`src/rtl/ram_copy_engine_pkg.sv`:
```
// Shared definitions for the RAM copy engine and its RAM: FSM states and the
// default geometry, so that both sides agree on word width, address width and depth.
package ram_copy_engine_pkg;

  localparam int DEF_DATA_WIDTH = 8;
  localparam int DEF_ADDR_WIDTH = 16;
  localparam int DEF_RAM_DEPTH  = 80;

  typedef enum logic [1:0] {
    S_IDLE  = 2'd0,
    S_READ  = 2'd1,
    S_DRAIN = 2'd2,
    S_DONE  = 2'd3
  } state_t;

endpackage

```
`src/rtl/ram_copy_engine.sv`:
```
// Block-copy initiator: reads a word range on RAM port A and writes it on port B at one
// word per cycle. The copy runs descending when the destination overlaps the tail of the source.
module ram_copy_engine
  import ram_copy_engine_pkg::*;
#(
  parameter int DATA_WIDTH = DEF_DATA_WIDTH,
  parameter int ADDR_WIDTH = DEF_ADDR_WIDTH,
  parameter int RAM_DEPTH  = DEF_RAM_DEPTH
) (
  input  logic                  clk,
  input  logic                  rst,
  input  logic                  start,
  input  logic [ADDR_WIDTH-1:0] src_addr,
  input  logic [ADDR_WIDTH-1:0] dst_addr,
  input  logic [ADDR_WIDTH-1:0] len,
  output logic                  busy,
  output logic                  done,
  output logic                  err,
  output logic                  cs,
  output logic [ADDR_WIDTH-1:0] addr_a,
  output logic                  oe_a,
  output logic                  we_a,
  output logic [DATA_WIDTH-1:0] din_a,
  input  logic [DATA_WIDTH-1:0] dout_a,
  output logic [ADDR_WIDTH-1:0] addr_b,
  output logic [DATA_WIDTH-1:0] din_b,
  output logic                  we_b,
  output logic                  oe_b,
  input  logic [DATA_WIDTH-1:0] dout_b
);

  localparam logic [ADDR_WIDTH:0] DEPTH_X = (ADDR_WIDTH+1)'(RAM_DEPTH);

  state_t state_q, state_d;

  logic [ADDR_WIDTH:0]   src_end, dst_end;
  logic                  start_ok, start_desc;
  logic [ADDR_WIDTH-1:0] first_src, first_dst;
  logic [ADDR_WIDTH-1:0] wr_ptr_q, remain_q;
  logic                  desc_q;
  logic                  unused_dout_b;

  function automatic logic [ADDR_WIDTH-1:0] step(input logic [ADDR_WIDTH-1:0] p,
                                                 input logic dn);
    return dn ? p - ADDR_WIDTH'(1) : p + ADDR_WIDTH'(1);
  endfunction

  // Range ends carry one extra bit so that src/dst near the top of the address space cannot wrap.
  assign src_end    = {1'b0, src_addr} + {1'b0, len};
  assign dst_end    = {1'b0, dst_addr} + {1'b0, len};
  assign start_ok   = (len != '0) && (src_end <= DEPTH_X) && (dst_end <= DEPTH_X);
  assign start_desc = (dst_addr > src_addr) && ({1'b0, dst_addr} < src_end);
  assign first_src  = start_desc ? src_addr + len - ADDR_WIDTH'(1) : src_addr;
  assign first_dst  = start_desc ? dst_addr + len - ADDR_WIDTH'(1) : dst_addr;

  assign cs            = busy;
  assign we_a          = 1'b0;
  assign din_a         = '0;
  assign oe_b          = 1'b0;
  assign unused_dout_b = ^dout_b;

  always_comb begin
    state_d = state_q;
    case (state_q)
      S_IDLE:  if (start && start_ok) state_d = S_READ;
      S_READ:  if (remain_q == ADDR_WIDTH'(1)) state_d = S_DRAIN;
      S_DRAIN: state_d = S_DONE;
      S_DONE:  state_d = S_IDLE;
      default: state_d = S_IDLE;
    endcase
  end

  always_ff @(posedge clk or posedge rst) begin
    if (rst) state_q <= S_IDLE;
    else     state_q <= state_d;
  end

  // Port B trails port A by one cycle: the word read in this cycle is written next cycle.
  always_ff @(posedge clk or posedge rst) begin
    if (rst) begin
      busy     <= 1'b0;
      done     <= 1'b0;
      err      <= 1'b0;
      addr_a   <= '0;
      oe_a     <= 1'b0;
      addr_b   <= '0;
      din_b    <= '0;
      we_b     <= 1'b0;
      wr_ptr_q <= '0;
      remain_q <= '0;
      desc_q   <= 1'b0;
    end else begin
      done <= 1'b0;
      err  <= 1'b0;
      case (state_q)
        S_IDLE: begin
          if (start) begin
            if (start_ok) begin
              busy     <= 1'b1;
              oe_a     <= 1'b1;
              addr_a   <= first_src;
              wr_ptr_q <= first_dst;
              remain_q <= len;
              desc_q   <= start_desc;
            end else begin
              err <= 1'b1;
            end
          end
        end
        S_READ: begin
          din_b    <= dout_a;
          addr_b   <= wr_ptr_q;
          we_b     <= 1'b1;
          wr_ptr_q <= step(wr_ptr_q, desc_q);
          remain_q <= remain_q - ADDR_WIDTH'(1);
          if (remain_q == ADDR_WIDTH'(1)) oe_a   <= 1'b0;
          else                            addr_a <= step(addr_a, desc_q);
        end
        S_DRAIN: begin
          we_b <= 1'b0;
          busy <= 1'b0;
          done <= 1'b1;
        end
        default: ;
      endcase
    end
  end

endmodule

```
`config.mk`:
```
export PLATFORM = sky130hd
export DESIGN_NAME = ram_copy_engine
export DESIGN_NICKNAME = d
export VERILOG_FILES = /design/src/rtl/ram_copy_engine_pkg.sv /design/src/rtl/ram_copy_engine.sv
export SDC_FILE = /design/constraint.sdc
export NUM_CORES = 1
export LEC_CHECK = 0
export CORE_UTILIZATION = 53
export DETAILED_ROUTE_END_ITERATION = 8
export MAX_ROUTING_LAYER = met4
export PLACE_DENSITY = 0.79
export SLEW_MARGIN = 40
export SYNTH_ARGS = -nofsm -noshare
export SYNTH_HDL_FRONTEND = slang
export SYNTH_SLANG_ARGS = --single-unit
```
`constraint.sdc`:
```
create_clock -name clk -period 3.1 [get_ports clk]
set_input_delay 0.465 -clock clk [delete_from_list [all_inputs] [get_ports clk]]
set_output_delay 0.465 -clock clk [all_outputs]
set_load 0.02 [all_outputs]
```
==> results of run 1 <==
power by group through the flow:
stage,logic [mW],clock network [mW],registers [mW]
after floorplan,4.26,0,2.22
after global placement,6.69,0,1.96
after detailed placement,6.90,0,1.99
after CTS,7.48,1.21,1.98
after global routing,8.57,1.26,2.05
final,8.03,1.22,2.01
Yosys cell counts, drive strengths merged, types with 16 or more instances:
cell type / count / area (µm²)
a211oi: 23 / 177.7
a21o: 24 / 180.2
a21oi: 84 / 424.2
and3: 18 / 112.6
buf: 26 / 203.9
clkbuf: 22 / 82.58
dfrtp: 80 / 2002
ha: 153 / 1914
inv: 140 / 525.5
mux2: 41 / 461.7
mux2i: 34 / 340.3
nand2: 71 / 274.0
nand3: 21 / 105.1
nand4: 17 / 121.4
nor2: 81 / 304.0
nor3: 31 / 155.2
o211ai: 22 / 180.2
o21ai: 76 / 391.6
or3: 16 / 100.1
xnor2: 37 / 324.1
xor2: 18 / 157.7
how the worst max path moves through the flow:
stage                           start     endpoint  slack, ns  cells after the start
after global routing           len[0]  wr_ptr_q[3]      -1.20                     23
after floorplan           src_addr[0]   addr_a[14]      -0.94                     21
final                     src_addr[0]  wr_ptr_q[3]      -1.08                     23
after detailed placement       len[0]   addr_a[14]      -2.01                     21
after global placement         len[0]  wr_ptr_q[1]      -1.87                     21
after CTS                      len[0]   addr_a[14]       -1.0                     23
cells by family (layout without fill, tap and decap cells):
group / Yosys count / count (layout) / synth area share, %
fa+ha+maj: 159 / 159 / 19.80
buf+inv: 188 / 604 / 7.902
mux: 75 / 75 / 7.805
simple gates: 339 / 339 / 16.97
xor+xnor: 55 / 55 / 4.688
flops: 80 / 80 / 19.48
compound gates: 351 / 351 / 23.32
other cells: 1 / 10 / 0.03649
final cells by class:
type	count	share of cell area, %
well taps	260	2.129
clock inverters	6	0.5977
flip-flops and latches	80	13.10
clock buffers	10	1.498
repair buffers	448	25.12
inverters	140	3.480
multi-input cells	989	54.08
state kept, by name, summed over array words and instances, names as in the netlist, 2 cells and up:
register,count
addr_a,16
addr_b,16
din_b,8
remain_q,16
state_q,2
wr_ptr_q,16
routing by layer:
| layer | global-route usage (%) | vias up | wire [µm] |
|---|---|---|---|
| met5 | - | - | 0 |
| met4 | 19.62 | 0 | 2283 |
| met3 | 5.774 | 169 | 3175 |
| met2 | 64.25 | 655 | 18230 |
| met1 | 49.57 | 5523 | 16060 |
| li1 | - | 5353 | - |
critical path: stages:
cell and delay [ns]:
buf_6 0.09, ha_4 0.13, inv_2 0.04, fa_2 0.39, nand2b_4 0.16, a2111o_1 0.45
nand3_2 0.08, nand4_1 0.10, a31o_4 0.25, ha_4 0.21, a21o_1 0.16, a21oi_2 0.11
nor2b_1 0.07, o21ai_1 0.11, nand2_1 0.07, a211o_1 0.26, a211oi_4 0.25, buf_6 0.14
buf_8 0.12, buf_16 0.14, mux2i_1 0.24, a21oi_1 0.09, mux2_4 0.28
through the flow:
stage | instance area (µm²) | setup TNS (ns) | power [mW] | cells | hold slack (ns)
4_1_cts | 14920 | -41.29 | 10.67 | 1919 | 0.5075
3_3_place_gp | 13870 | -88.89 | 8.649 | 1872 | 0.4866
6_report | 15280 | -46.87 | 11.26 | 1933 | 0.5039
2_1_floorplan | 10490 | -34.84 | 6.481 | 1257 | 0.4865
5_1_grt | 15280 | -52.04 | 11.88 | 1933 | 0.5202
3_5_place_dp | 13870 | -93.40 | 8.888 | 1872 | 0.4951
what timing repair did:
action	CTS	global route
setup buffers	28	17
gates cloned	4	0
pin swaps	36	30
gates resized for setup	144	80
setup endpoints to repair	54	54
==> results.sh, run 1 <==
export IMPL_period_share_pct=134.9
export IMPL_multi_input_area_um2=8264
export IMPL_critPathKind="input pin to flop"
export IMPL_ant_nets=0
export IMPL_final_common_cell="buf_4"
export IMPL_die_area_um2=19950
export IMPL_vias=11700
export IMPL_ctsLongestPathBuffers=2
export IMPL_initial_core_util_pct=54.57
export IMPL_synth_cells=1248
export IMPL_syn_area_um2=10280
export IMPL_dieHeight_um=141.2
export IMPL_reg2reg_from="desc_q"
export IMPL_worst_r2r_setup_slack_ns=-0.40
export IMPL_cts_made_buffers=9
export IMPL_insertion_delay_ns=0.36
export IMPL_worstSetupEndpointType="flop"
export IMPL_rows=50
export IMPL_diodes=0
export IMPL_rsz0062_at_grt="yes"
export IMPL_gp_congestion=0.9889
export IMPL_hold_end="addr_b[1]"
export IMPL_status="finished with violations"
export IMPL_arrival_ns=4.42
export IMPL_ys_ff_latch=80
export IMPL_finalSetupViolCount=54
export IMPL_grt_pass1_vias=11410
export IMPL_track_usage_pct=40.14
export IMPL_firstDrtPassIters=5
export IMPL_path_clk_slew_ns=0.06
export IMPL_htreeDepth=3
export IMPL_grt_max_degree=97
export IMPL_cts_root_buf="clkbuf_16"
export IMPL_p_sw_share_pct=45.79
export IMPL_p_comb_share_pct=71.3
export IMPL_wl_per_cell_um=20.56
export IMPL_seqCellArea_um2=2002
export IMPL_preCtsSetupSlack_ns=-2.006
export IMPL_synth_edf_count=0
export IMPL_crit_fanout=6
export IMPL_hold_buffers=0
export IMPL_ys_dominant_reg_cell="dfrtp_1"
export IMPL_cp_required_ns=3.34
export IMPL_wl_mm=39.75
export IMPL_die_w_um=141.2
export IMPL_final_cell_mix="buf_4 (310), ha_1 (130), inv_1 (122)"
export IMPL_finalMaxSlewViolations=0
export IMPL_reg2regPathDepth=12
export IMPL_cp_start_kind="input pin"
export IMPL_p_per_area_nw_per_um2=736.8
export IMPL_cts_sinks=80
export IMPL_io_pins=123
export IMPL_power_internal_mw=6.104
export IMPL_grt_pass1_wl_mm=60.14
export IMPL_p_leak_nw=7.264
export IMPL_nets=1894
export IMPL_p_sw_mw=5.155
export IMPL_core_area_um2=18830
export IMPL_ir_drop_v=0.0005275
export IMPL_synthDistinctLibCells=84
export IMPL_drc_errors=0
export IMPL_antenna_found_initial=0
export IMPL_hold_class="flop to flop"
export IMPL_finalCoreUtilization_pct=81.16
export IMPL_timing_rr_end="addr_a[15]"
export IMPL_ys_warnings_count=0
export IMPL_violations="setup timing"
export IMPL_clkPwrFrac_pct=10.8
export IMPL_drv_cap=0
export IMPL_cts_tree="done"
export IMPL_worstHoldStart="addr_b[1]"
export IMPL_viasPerCell=6.053
export IMPL_grt_overflow=0
export IMPL_fillers=1150
export IMPL_first_iter_violations=1156
export IMPL_async_flop_share_pct=100.0
export IMPL_seq_area_frac_synth_pct=19.48
export IMPL_drive_above_1_share_pct=32.52
export IMPL_timing_fmax_mhz=239.1
export IMPL_holdPathStages=1
export IMPL_io_buffers=104
export IMPL_skew_ns=0.02095
export IMPL_timing_final_ws_setup_ns=-1.082
export IMPL_worst_pin_slew_ns=0.6159
export IMPL_layout_min_cycle_time_ns=4.182
export IMPL_syn2layout_area_growth_pct=48.72
export IMPL_dpl_hpwl_mm=28.06
export IMPL_seq_power_share_pct=17.8
export IMPL_relSlewSlack_pct=58.75
export IMPL_finalHoldViolations=0
export IMPL_syn_area_per_cell_um2=8.234
Power figures use the tool's default switching activity.
==> run 2: changes to the inputs <==
- CTS_BUF_LIST: default -> sky130_fd_sc_hd__clkbuf_16
==> results.sh, run 2 (synthesis results as in run 1) <==
export IMPL_use_met2_pct=64.25
export IMPL_timing_rr_end="addr_a[15]"
export IMPL_worst_r2r_setup_slack_ns=-0.37
export IMPL_rsz0062_at_grt="yes"
export IMPL_drive_above_1_share_pct=32.52
export IMPL_p_per_area_nw_per_um2=736.9
export IMPL_cp_slowest_stage_delay_ns=0.45
export IMPL_finalCoreUtilization_pct=81.16
export IMPL_finalSetupViolCount=54
export IMPL_cp_start_kind="input pin"
export IMPL_syn2layout_area_growth_pct=48.72
export IMPL_reg2regPathDepth=12
export IMPL_finalMaxSlewViolations=0
export IMPL_htreeDepth=3
export IMPL_die_w_um=141.2
export IMPL_insertion_delay_ns=0.36
export IMPL_cts_made_buffers=9
export IMPL_nets=1894
export IMPL_finalHoldViolations=0
export IMPL_hold_class="flop to flop"
export IMPL_initial_core_util_pct=54.57
export IMPL_worstSetupEndpointType="flop"
export IMPL_violations="setup timing"
export IMPL_period_share_pct=134.8
export IMPL_total_power_mw=11.26
export IMPL_core_area_um2=18830
export IMPL_antenna_found_initial=0
export IMPL_gp_congestion=0.9889
export IMPL_timing_final_ws_setup_ns=-1.079
export IMPL_fillers=1150
export IMPL_grt_max_degree=97
export IMPL_relSlewSlack_pct=59.52
export IMPL_final_cell_mix="buf_4 (310), ha_1 (130), inv_1 (123)"
export IMPL_io_buffers=104
export IMPL_crit_fanout=6
export IMPL_layout_min_cycle_time_ns=4.179
export IMPL_use_met3_pct=5.774
export IMPL_grt_use_met1_pct=49.57
export IMPL_vias=11763
export IMPL_die_area_um2=19950
export IMPL_track_usage_pct=40.14
export IMPL_wl_per_cell_um=20.56
export IMPL_critPathKind="input pin to flop"
export IMPL_drc_errors=0
export IMPL_cts_sinks=80
export IMPL_viasPerCell=6.085
export IMPL_grt_overflow=0
export IMPL_busiest_layer="met2"
export IMPL_skew_ns=0.02232
export IMPL_rows=50
export IMPL_first_iter_violations=1185
export IMPL_post_dp_cell_area_um2=13870
export IMPL_cts_root_buf="clkbuf_16"
export IMPL_timing_fmax_mhz=239.3
export IMPL_ctsLongestPathBuffers=2
export IMPL_final_area_um2=15280
export IMPL_ant_nets=0
export IMPL_worst_pin_slew_ns=0.6044
export IMPL_dieHeight_um=141.2
export IMPL_grt_pass1_vias=11410
export IMPL_startpoint="src_addr[0]"
export IMPL_path_clk_slew_ns=0.06
export IMPL_firstDrtPassIters=5
export IMPL_endpoint="addr_a[15]"
export IMPL_crit_slowest_cell="a2111o_1"
export IMPL_cp_required_ns=3.39
export IMPL_wl_mm=39.74
export IMPL_grt_pass1_wl_mm=60.14
export IMPL_ir_drop_v=0.0005293
export IMPL_io_pins=123
export IMPL_status="finished with violations"
export IMPL_reg2reg_from="desc_q"
export IMPL_cts_tree="done"
export IMPL_final_common_cell="buf_4"
export IMPL_drv_cap=0
export IMPL_path_cells="buf_6, ha_4, inv_2, fa_2, nand2b_4, a2111o_1, nand3_2, nand4_1, a31o_4, ha_4, a21o_1, a21oi_2, nor2b_1, o21ai_1, nand2_1, a211o_1, a211oi_4, buf_6, buf_8, buf_16, buf_4, nor2_1, a2111oi_2, a221o_1"
export IMPL_dpl_hpwl_mm=28.06
export IMPL_arrival_ns=4.47
export IMPL_diodes=0
export IMPL_p_leak_nw=7.268
-- run 2: cell types whose count changed in the layout (fill, tap and decap cells not counted) --
cell      before  now
clkbuf_1       1    0
inv_1        122  123
-- run 2: worst min path at each step --
stage	from	end	slack (ns)	cells after the start
after floorplan	wr_ptr_q[11]	wr_ptr_q[11]	0.49	1
after global placement	din_b[6]	din_b[6]	0.49	1
after detailed placement	din_b[1]	din_b[1]	0.50	1
after CTS	din_b[0]	din_b[0]	0.51	1
after global routing	din_b[0]	din_b[0]	0.52	1
final	addr_b[1]	addr_b[1]	0.50	1
-- run 2: where the power goes --
group          internal, mW  leakage (nW)  switching (mW)
Combinational          3.84          6.17            4.20
Sequential             1.55         0.937           0.453
Clock                 0.710         0.162           0.505
-- run 2: critical path: cells and delay by family --
family | cells | cell delay (ns)
adder cells (fa/ha/maj) | 3 | 0.73
buffers and inverters | 6 | 0.66
AND/OR/NAND/NOR | 6 | 0.53
AO/OA/AOI/OAI | 9 | 2.07
-- run 2: per-stage QoR --
stage          TNS (ns)  std cells  hold WS (ns)  setup slack [ns]
3_3_place_gp     -88.89       1872        0.4866            -1.870
5_1_grt          -52.04       1933        0.5202            -1.198
4_1_cts          -41.29       1919        0.5075           -0.9989
2_1_floorplan    -34.84       1257        0.4865           -0.9395
6_report         -46.98       1933        0.5038            -1.079
3_5_place_dp     -93.40       1872        0.4951            -2.006
-- run 2: layer usage --
layer / vias to the layer above / share of wire, % / routed length (µm)
li1: 5362 / - / -
met1: 5542 / 40 / 16090
met2: 688 / 46 / 18270
met3: 171 / 7.8 / 3112
met4: 0 / 5.7 / 2274
met5: - / 0 / 0
-- run 2: layout make-up --
type | count | area (µm²) | share of cell area [%]
clock buffers | 9 | 225.2 | 1.474
clock inverters | 7 | 95.09 | 0.6222
inverters | 140 | 531.8 | 3.480
multi-input cells | 989 | 8264 | 54.08
flip-flops and latches | 80 | 2002 | 13.10
well taps | 260 | 325.3 | 2.129
repair buffers | 448 | 3839 | 25.12
-- run 2: what timing repair did --
| action | in CTS | in global routing |
|---|---|---|
| endpoints found under the setup margin | 54 | 54 |
| buffers inserted | 28 | 17 |
| hold buffers | 0 | 0 |
| pin swaps | 36 | 30 |
| resized for setup | 144 | 80 |
| cloned | 4 | 0 |
==> run 3: changes to the inputs <==
- CORE_UTILIZATION: 53 -> 50
- PLACE_DENSITY: 0.79 -> 0.76
==> results.sh, run 3 (synthesis results as in run 1) <==
export IMPL_status="finished with violations"
export IMPL_violations="setup timing"
export IMPL_grt_pass1_vias=11008
export IMPL_seq_power_share_pct=18.3
export IMPL_relSlewSlack_pct=44.17
export IMPL_drv_cap=0
export IMPL_ant_nets=0
export IMPL_path_cells="buf_8, ha_4, inv_2, fa_2, nand2b_4, a211o_1, a221oi_2, or2_4, a31o_4, ha_4, a21o_1, a21oi_2, nor2b_1, o21ai_1, nand2_1, a211o_1, a211oi_4, buf_4, buf_12, mux2i_1, a21oi_1, mux2_4"
export IMPL_viasPerCell=5.893
export IMPL_cts_tree="done"
export IMPL_post_dp_cell_area_um2=13850
export IMPL_endpoint="addr_a[3]"
export IMPL_cp_required_ns=3.34
export IMPL_die_w_um=145.4
export IMPL_antenna_found_initial=0
export IMPL_path_buf_inv=4
export IMPL_die_area_um2=21130
export IMPL_crit_fanout=8
export IMPL_io_buffers=104
export IMPL_cp_top_family="compound AO/OA/AOI/OAI gates"
export IMPL_timing_rr_end="wr_ptr_q[14]"
export IMPL_dieHeight_um=145.4
export IMPL_cts_sinks=80
export IMPL_power_internal_mw=6.047
export IMPL_firstDrtPassIters=5
export IMPL_total_power_mw=11.00
export IMPL_p_comb_share_pct=70.6
export IMPL_finalSetupViolCount=54
export IMPL_timing_final_ws_setup_ns=-1.081
export IMPL_path_clk_slew_ns=0.07
export IMPL_worstSetupEndpointType="flop"
export IMPL_grt_overflow=0
export IMPL_wl_per_cell_um=19.57
export IMPL_dpl_hpwl_mm=27.97
export IMPL_ir_drop_v=0.0004840
export IMPL_p_sw_share_pct=45.01
export IMPL_first_iter_violations=930
export IMPL_core_area_um2=20170
export IMPL_initial_core_util_pct=50.95
export IMPL_hold_buffers=0
export IMPL_clkPwrFrac_pct=11.1
export IMPL_cts_made_buffers=9
export IMPL_cp_depth=22
export IMPL_skew_ns=0.009090
export IMPL_diodes=0
export IMPL_syn2layout_area_growth_pct=47.33
export IMPL_critPathKind="input pin to flop"
export IMPL_ctsLongestPathBuffers=2
export IMPL_finalHoldViolations=0
export IMPL_rows=52
export IMPL_drive_above_1_share_pct=31.54
export IMPL_hold_class="input pin to asynchronous set/reset pin"
export IMPL_grt_max_degree=97
export IMPL_p_sw_mw=4.949
export IMPL_timing_fmax_mhz=239.2
export IMPL_cp_slowest_stage_delay_ns=0.33
export IMPL_startpoint="len[0]"
export IMPL_final_cell_mix="buf_4 (288), ha_1 (134), inv_1 (119)"
export IMPL_grt_pass1_wl_mm=57.92
export IMPL_worst_r2r_setup_slack_ns=-0.19
export IMPL_wl_mm=37.74
export IMPL_rsz0062_at_grt="yes"
export IMPL_track_usage_pct=35.87
export IMPL_p_leak_nw=7.154
export IMPL_vias=11362
export IMPL_cts_root_buf="clkbuf_16"
export IMPL_arrival_ns=4.42
export IMPL_reg2reg_from="desc_q"
export IMPL_p_per_area_nw_per_um2=726.3
export IMPL_layout_min_cycle_time_ns=4.181
export IMPL_finalMaxSlewViolations=0
export IMPL_insertion_delay_ns=0.36
export IMPL_io_pins=123
export IMPL_whs_ns=0.5020
export IMPL_period_share_pct=134.9
export IMPL_worst_pin_slew_ns=0.8298
export IMPL_final_area_um2=15140
export IMPL_final_common_cell="buf_4"
export IMPL_nets=1879
export IMPL_cp_start_kind="input pin"
export IMPL_gp_congestion=1.024
export IMPL_crit_slowest_cell="fa_2"
export IMPL_htreeDepth=3
export IMPL_drc_errors=0
export IMPL_reg2regPathDepth=12
## run 3: through the flow
step           std cells  setup WS [ns]  utilization, %  TNS, ns
2_1_floorplan       1257        -0.9395               -   -34.84
5_1_grt             1928         -1.174           75.06   -51.61
6_report            1928         -1.081           75.06   -45.43
3_5_place_dp        1876         -1.922           68.69   -89.43
4_1_cts             1924        -0.9478           74.06   -44.75
3_3_place_gp        1876         -1.830           68.69   -87.06
## run 3: tightest hold or removal path: cells and delay by family
kind | cells | cell delay [ns]
buffers and inverters | 3 | 0.83
## run 3: how the worst min path moves through the flow
stage                     slack, ns          from      endpoint  cells past startpoint
final                          0.50           rst     addr_a[6]                      3
after global routing           0.53     addr_b[4]     addr_b[4]                      1
after CTS                      0.51      din_b[3]      din_b[3]                      1
after detailed placement       0.49      din_b[3]      din_b[3]                      1
after global placement         0.49      din_b[3]      din_b[3]                      1
after floorplan                0.49  wr_ptr_q[11]  wr_ptr_q[11]                      1
## run 3: timing repair
item / 4_1_cts / 5_1_grt
setup endpoints to repair: 54 / 54
gates resized for setup: 155 / 51
pin swaps: 40 / 37
setup buffers: 29 / 9
gates cloned: 4 / 0
## run 3: cell type report
| cell class | count | area, µm² |
|---|---|---|
| Inverter | 140 | 531.8 |
| Sequential cell | 80 | 2002 |
| Tap cell | 270 | 337.8 |
| Fill cell | 1432 | 5030 |
| Timing Repair Buffer | 433 | 3779 |
| Clock buffer | 9 | 225.2 |
| Multi-Input combinational cell | 989 | 8162 |
| Clock inverter | 7 | 102.6 |
## run 3: power groups by stage
| stage | sequential (mW) | clock (mW) | combinational [mW] |
|---|---|---|---|
| floorplan | 2.22 | 0 | 4.26 |
| global placement | 1.98 | 0 | 6.63 |
| detailed placement | 2.00 | 0 | 6.83 |
| CTS | 1.99 | 1.22 | 7.32 |
| global route | 2.08 | 1.26 | 8.31 |
| finish | 2.02 | 1.22 | 7.76 |
## run 3: routing by layer
layer	wire, µm	GRT usage, %
met1	16090	45.97
met2	17500	57.86
met3	2707	3.918
met4	1435	14.42
met5	0	-
